`src/rtl/alu_sequencer.sv`:
```
// Accumulator-based instruction sequencer: fetches the memory operand when needed,
// steers the external combinational ALU and writes its result back to the accumulator.
//
// state   | meaning
// IDLE    | ready for the next instruction
// RD_REQ  | one-cycle memory read request
// RD_WAIT | waiting for mem_rvalid, then capture the operand
// EXEC    | ALU result written to acc (ops 1-6), done pulse
// WR_REQ  | one-cycle store of acc, done pulse
module alu_sequencer #(
    parameter int WIDTH  = 12,
    parameter int ADDR_W = 8
) (
    input  logic              clk,
    input  logic              rstN,
    input  logic              instr_valid,
    output logic              instr_ready,
    input  logic [3:0]        instr_op,
    input  logic [ADDR_W-1:0] instr_addr,
    output logic              mem_req,
    output logic              mem_we,
    output logic [ADDR_W-1:0] mem_addr,
    output logic [WIDTH-1:0]  mem_wdata,
    input  logic              mem_rvalid,
    input  logic [WIDTH-1:0]  mem_rdata,
    output logic [WIDTH-1:0]  alu_a,
    output logic [WIDTH-1:0]  alu_b,
    output logic [2:0]        alu_sel,
    input  logic [WIDTH-1:0]  alu_result,
    output logic [WIDTH-1:0]  acc,
    output logic              zero,
    output logic              done,
    output logic              illegal
);

    localparam logic [2:0] IDLE    = 3'd0;
    localparam logic [2:0] RD_REQ  = 3'd1;
    localparam logic [2:0] RD_WAIT = 3'd2;
    localparam logic [2:0] EXEC    = 3'd3;
    localparam logic [2:0] WR_REQ  = 3'd4;

    localparam logic [2:0] SEL_PASS = 3'd1;

    logic [2:0]        state;
    logic [2:0]        state_nxt;
    logic [3:0]        op_q;
    logic [ADDR_W-1:0] addr_q;
    logic [WIDTH-1:0]  acc_q;
    logic [WIDTH-1:0]  opnd_q;
    logic [2:0]        op_sel;
    logic              acc_we;

    always_comb begin
        op_sel = SEL_PASS;
        case (op_q)
            4'd1: op_sel = 3'd0;
            4'd2: op_sel = 3'd1;
            4'd3: op_sel = 3'd2;
            4'd4: op_sel = 3'd3;
            4'd5: op_sel = 3'd4;
            4'd6: op_sel = 3'd5;
            default: op_sel = SEL_PASS;
        endcase
    end

    assign acc_we = (state == EXEC) && (op_q >= 4'd1) && (op_q <= 4'd6);

    always_comb begin
        state_nxt = state;
        case (state)
            IDLE: begin
                if (instr_valid) begin
                    if (instr_op >= 4'd2 && instr_op <= 4'd5)
                        state_nxt = RD_REQ;
                    else if (instr_op == 4'd7)
                        state_nxt = WR_REQ;
                    else
                        state_nxt = EXEC;
                end
            end
            RD_REQ:  state_nxt = RD_WAIT;
            RD_WAIT: if (mem_rvalid) state_nxt = EXEC;
            EXEC:    state_nxt = IDLE;
            WR_REQ:  state_nxt = IDLE;
            default: state_nxt = IDLE;
        endcase
    end

    always_ff @(posedge clk or negedge rstN) begin
        if (!rstN) begin
            state  <= IDLE;
            op_q   <= '0;
            addr_q <= '0;
            acc_q  <= '0;
            opnd_q <= '0;
        end else begin
            state <= state_nxt;
            if (state == IDLE && instr_valid) begin
                op_q   <= instr_op;
                addr_q <= instr_addr;
            end
            // Read data only counts while waiting for it; stray strobes elsewhere are dropped.
            if (state == RD_WAIT && mem_rvalid)
                opnd_q <= mem_rdata;
            if (acc_we)
                acc_q <= alu_result;
        end
    end

    assign instr_ready = (state == IDLE);
    assign mem_req     = (state == RD_REQ) || (state == WR_REQ);
    assign mem_we      = (state == WR_REQ);
    assign mem_addr    = addr_q;
    assign mem_wdata   = acc_q;
    assign alu_a       = acc_q;
    assign alu_b       = opnd_q;
    assign alu_sel     = (state == EXEC) ? op_sel : SEL_PASS;
    assign acc         = acc_q;
    assign zero        = (acc_q == '0);
    assign done        = (state == EXEC) || (state == WR_REQ);
    assign illegal     = (state == EXEC) && op_q[3];

endmodule

```
`config.mk`:
```
export PLATFORM = sky130hd
export DESIGN_NAME = alu_sequencer
export DESIGN_NICKNAME = d
export VERILOG_FILES = /design/src/rtl/alu_sequencer.sv
export SDC_FILE = /design/constraint.sdc
export NUM_CORES = 1
export LEC_CHECK = 0
export BUFFER_PORTS_ARGS = -buffer_cell sky130_fd_sc_hd__buf_2
export CORE_AREA = 2 2 74 83
export DETAILED_ROUTE_END_ITERATION = 10
export DIE_AREA = 0 0 76 85
export PLACE_DENSITY_LB_ADDON = 0.1
export SYNTH_ARGS = -nofsm -noshare
export SYNTH_HDL_FRONTEND = slang
export SYNTH_SLANG_ARGS = --single-unit
```
`constraint.sdc`:
```
create_clock -name clk -period 1.5 [get_ports clk]
set_input_delay 0.3 -clock clk [delete_from_list [all_inputs] [get_ports clk]]
set_output_delay 0.3 -clock clk [all_outputs]
set_load 0.005 [all_outputs]
```
==> results.md <==
* Crit Path Max Fanout at 6
* Gpl congestion at 0.7763
* Vias in the first global route at 1915
* Clock Sinks at 39
* Register-to-Register Path Depth at 4
* Mapped cell area at 0.002322 mm2
* Synthesized Nets at about 240
* Filler cells at 495
* First-pass DRT Iterations at 4
* Top_reg_cell synth: dfrtp_1
* Die width at 76 um
* Setup Crit Path Kind: reg -> out
* Setup TNS at -1.473 ns
* Unrepaired setup endpoints after global routing: true
* Top post-synthesis cells by area: dfrtp_1, buf_4, a211oi_1
* Slew margin rel. at between 70% and 80%
* Maximum VDD drop at approximately 0.9 mV
* Share of cells above drive strength 1 at 66.77%
* Clk slew on worst S/H paths at 0.08 ns
* Post-synth EDFFs at 0
* Power density over the cells at 2143 mW/mm2
* Total number of vias at 1969
* Register area share after synthesis at 42.03%
* Post-Syn Instances at slightly above 200
* Diodes inserted at 0
* WL per Instance at between 10 and 15 um
* Yosys top cell area share at a little over two fifths
* CP required at 1.20 ns
* Final setup fails at 29
* Global route overflow at 0
* Die ar. at 0.006460 mm2
* Failing checks: negative setup slack
* Max Transition Viols Final at 0
* PnR Total Power at 6945 uW
* Non-Filler Instances at around 390
* Core Rows at 29
* Largest net degree at the start of global routing at 26
* Final ANT Viol Nets at 0
* Setup WS post-layout at -0.1306 ns
* Pleak at 0.001491 uW
* Synth cell types at 37
* P&R area growth vs syn at 39.55%
* PortBufs at 104
* Total Wirelength at 5.815 mm
* Final Hold Vio Count at 0
* Final period utilization at 108.7%
* Worst hold path type: in -> reg
* CP endpoint kind: primary output
* Status: complete, but fails checks
* H-tree levels at 2
* Final Critical Period at 1.631 ns
* Initial antenna violation count at 0
* Gr usage total at 18.23%
* Number of max-cap violations at 0
* Peak Freq at 0.6133 GHz
* Clock tree from TritonCTS: built
* Ys async rst share at 100.0%
* DP Cell Count at 369
* CP Launch Type: flop
* IO Pins at 105
* Cells on Worst Hold Path at 2
* Number of remaining DRC errors at 0
* Crit path DAT at 1.33 ns
* Max Buffers Root-to-Sink at 2
* Post-DP HPWL at about 4.2 mm
* Top-count cell post-synth: dfrtp_1
* Post-synth top cells: dfrtp_1, buf_4, a211oi_1
* Initial Utilization at 41.29%
* Skew final at 0.004023 ns
* Syn_area_per_cell at 11.44 um2
* Slew @ Worst Pin at 0.3965 ns
* Root Buffer: clkbuf_8
* Synth warn at 0
* Flops & latches, synth at 39
* Final nets at around 360
* CTS Buf Count at 5
* Initial DRC count at 92
* Post-synth top area cell: dfrtp_1
* Core footprint at 0.005624 mm2
* Die height at 85 um
* DR vias/cell at 5.010
* Later-pin clock latency in the skew report at slightly below 0.3 ns
* First-pass GRT wire length at 9.370 mm
final cells by class:
cell class / count / area [um2] / area share (%)
well taps: 77 / 96.34 / 2.973
repair buffers: 148 / 924.6 / 28.53
clock inverters: 2 / 37.54 / 1.158
clock buffers: 5 / 68.82 / 2.124
flip-flops and latches: 39 / 983.4 / 30.35
multi-input cells: 122 / 1130 / 34.86
layer usage:
metal  vias up  GRT usage [%]  share of wire (%)
met5         -              0                  0
met4         0          6.116               0.89
met3         4          4.574                6.3
met2        71          32.47                 52
met1       939          21.64                 41
li1        955              -                  -
kinds of logic (layout without fill, tap and decap cells):
family | Yosys count | after routing | share of synthesized area (%)
compound gates | 55 | 55 | 16.59
buf+inv | 43 | 155 | 14.76
flops | 39 | 39 | 42.03
xor+xnor | 2 | 2 | 0.7544
simple gates | 40 | 41 | 12.61
mux | 24 | 24 | 13.25
cells in the final DEF (no fill, tap or decap), drive strengths merged:
cell	synthesis	layout
a21o	2	2
a21oi	14	14
xnor2	1	1
nor4	3	3
dfrtp	39	39
and3	3	3
dlygate4sd3	0	1
nand4bb	1	1
buf	40	147
and2	2	2
nor2b	2	2
mux2	24	24
a22oi	1	1
nand2b	1	1
nand4b	1	1
bufinv	0	1
nand2	2	2
clkbuf	3	5
or2	1	1
or3	1	2
xor2	1	1
a211oi	24	24
nand3b	13	13
a21bo	1	1
clkinvlp	0	1
nor3	2	2
and4bb	1	1
o31ai	13	13
and3b	2	2
nor2	5	5
sequential cells by signal (all words and copies together) (netlist names):
register  cells
acc          12
alu_b        12
mem_addr      8
op_q          4
state         3
power breakdown:
part           total, uW  switching (uW)  internal (uW)
combinational       3960            1680           2280
clock                854             368            486
sequential          2130             538           1600
per-stage QoR:
step / util, % / area (um2) / hold WS [ns] / setup slack, ns
finish: 57.62 / 3241 / 0.2239 / -0.1306
global route: 57.62 / 3241 / 0.2183 / -0.1882
CTS: 56.51 / 3178 / 0.2159 / -0.1391
detailed placement: 50.34 / 2831 / 0.2488 / -0.009810
global placement: 50.34 / 2831 / 0.2544 / 0.004753
floorplan: - / 2322 / 0.004409 / 0.03551
path summary, 6_finish.rpt:
check / endpoint / slack, ns / start
worst max-delay path: alu_sel[0] / -0.13 / op_q[0]
worst min-delay path: mem_addr[0] / 0.22 / instr_addr[0]
worst max register to register: alu_b[10] / -0.05 / state[0]
worst min register to register: mem_addr[0] / 0.48 / mem_addr[0]
max in group asynchronous: op_q[0] / 0.56 / rstN
min in group asynchronous: acc[8] / 0.46 / rstN
what timing repair did:
item	in CTS	in global routing
pin swaps	9	8
gates resized for setup	26	15
hold buffers	1	0
hold endpoints to repair	14	0
setup buffers	15	0
gates cloned	1	0
endpoints found under the setup margin	20	41
critical path, cell delays in order (launching register included):
cell     delay [ns]
dfrtp_2        0.43
a21bo_4        0.24
or2_1          0.24
buf_2          0.13
No activity file was read; power rests on OpenSTA's default activity.
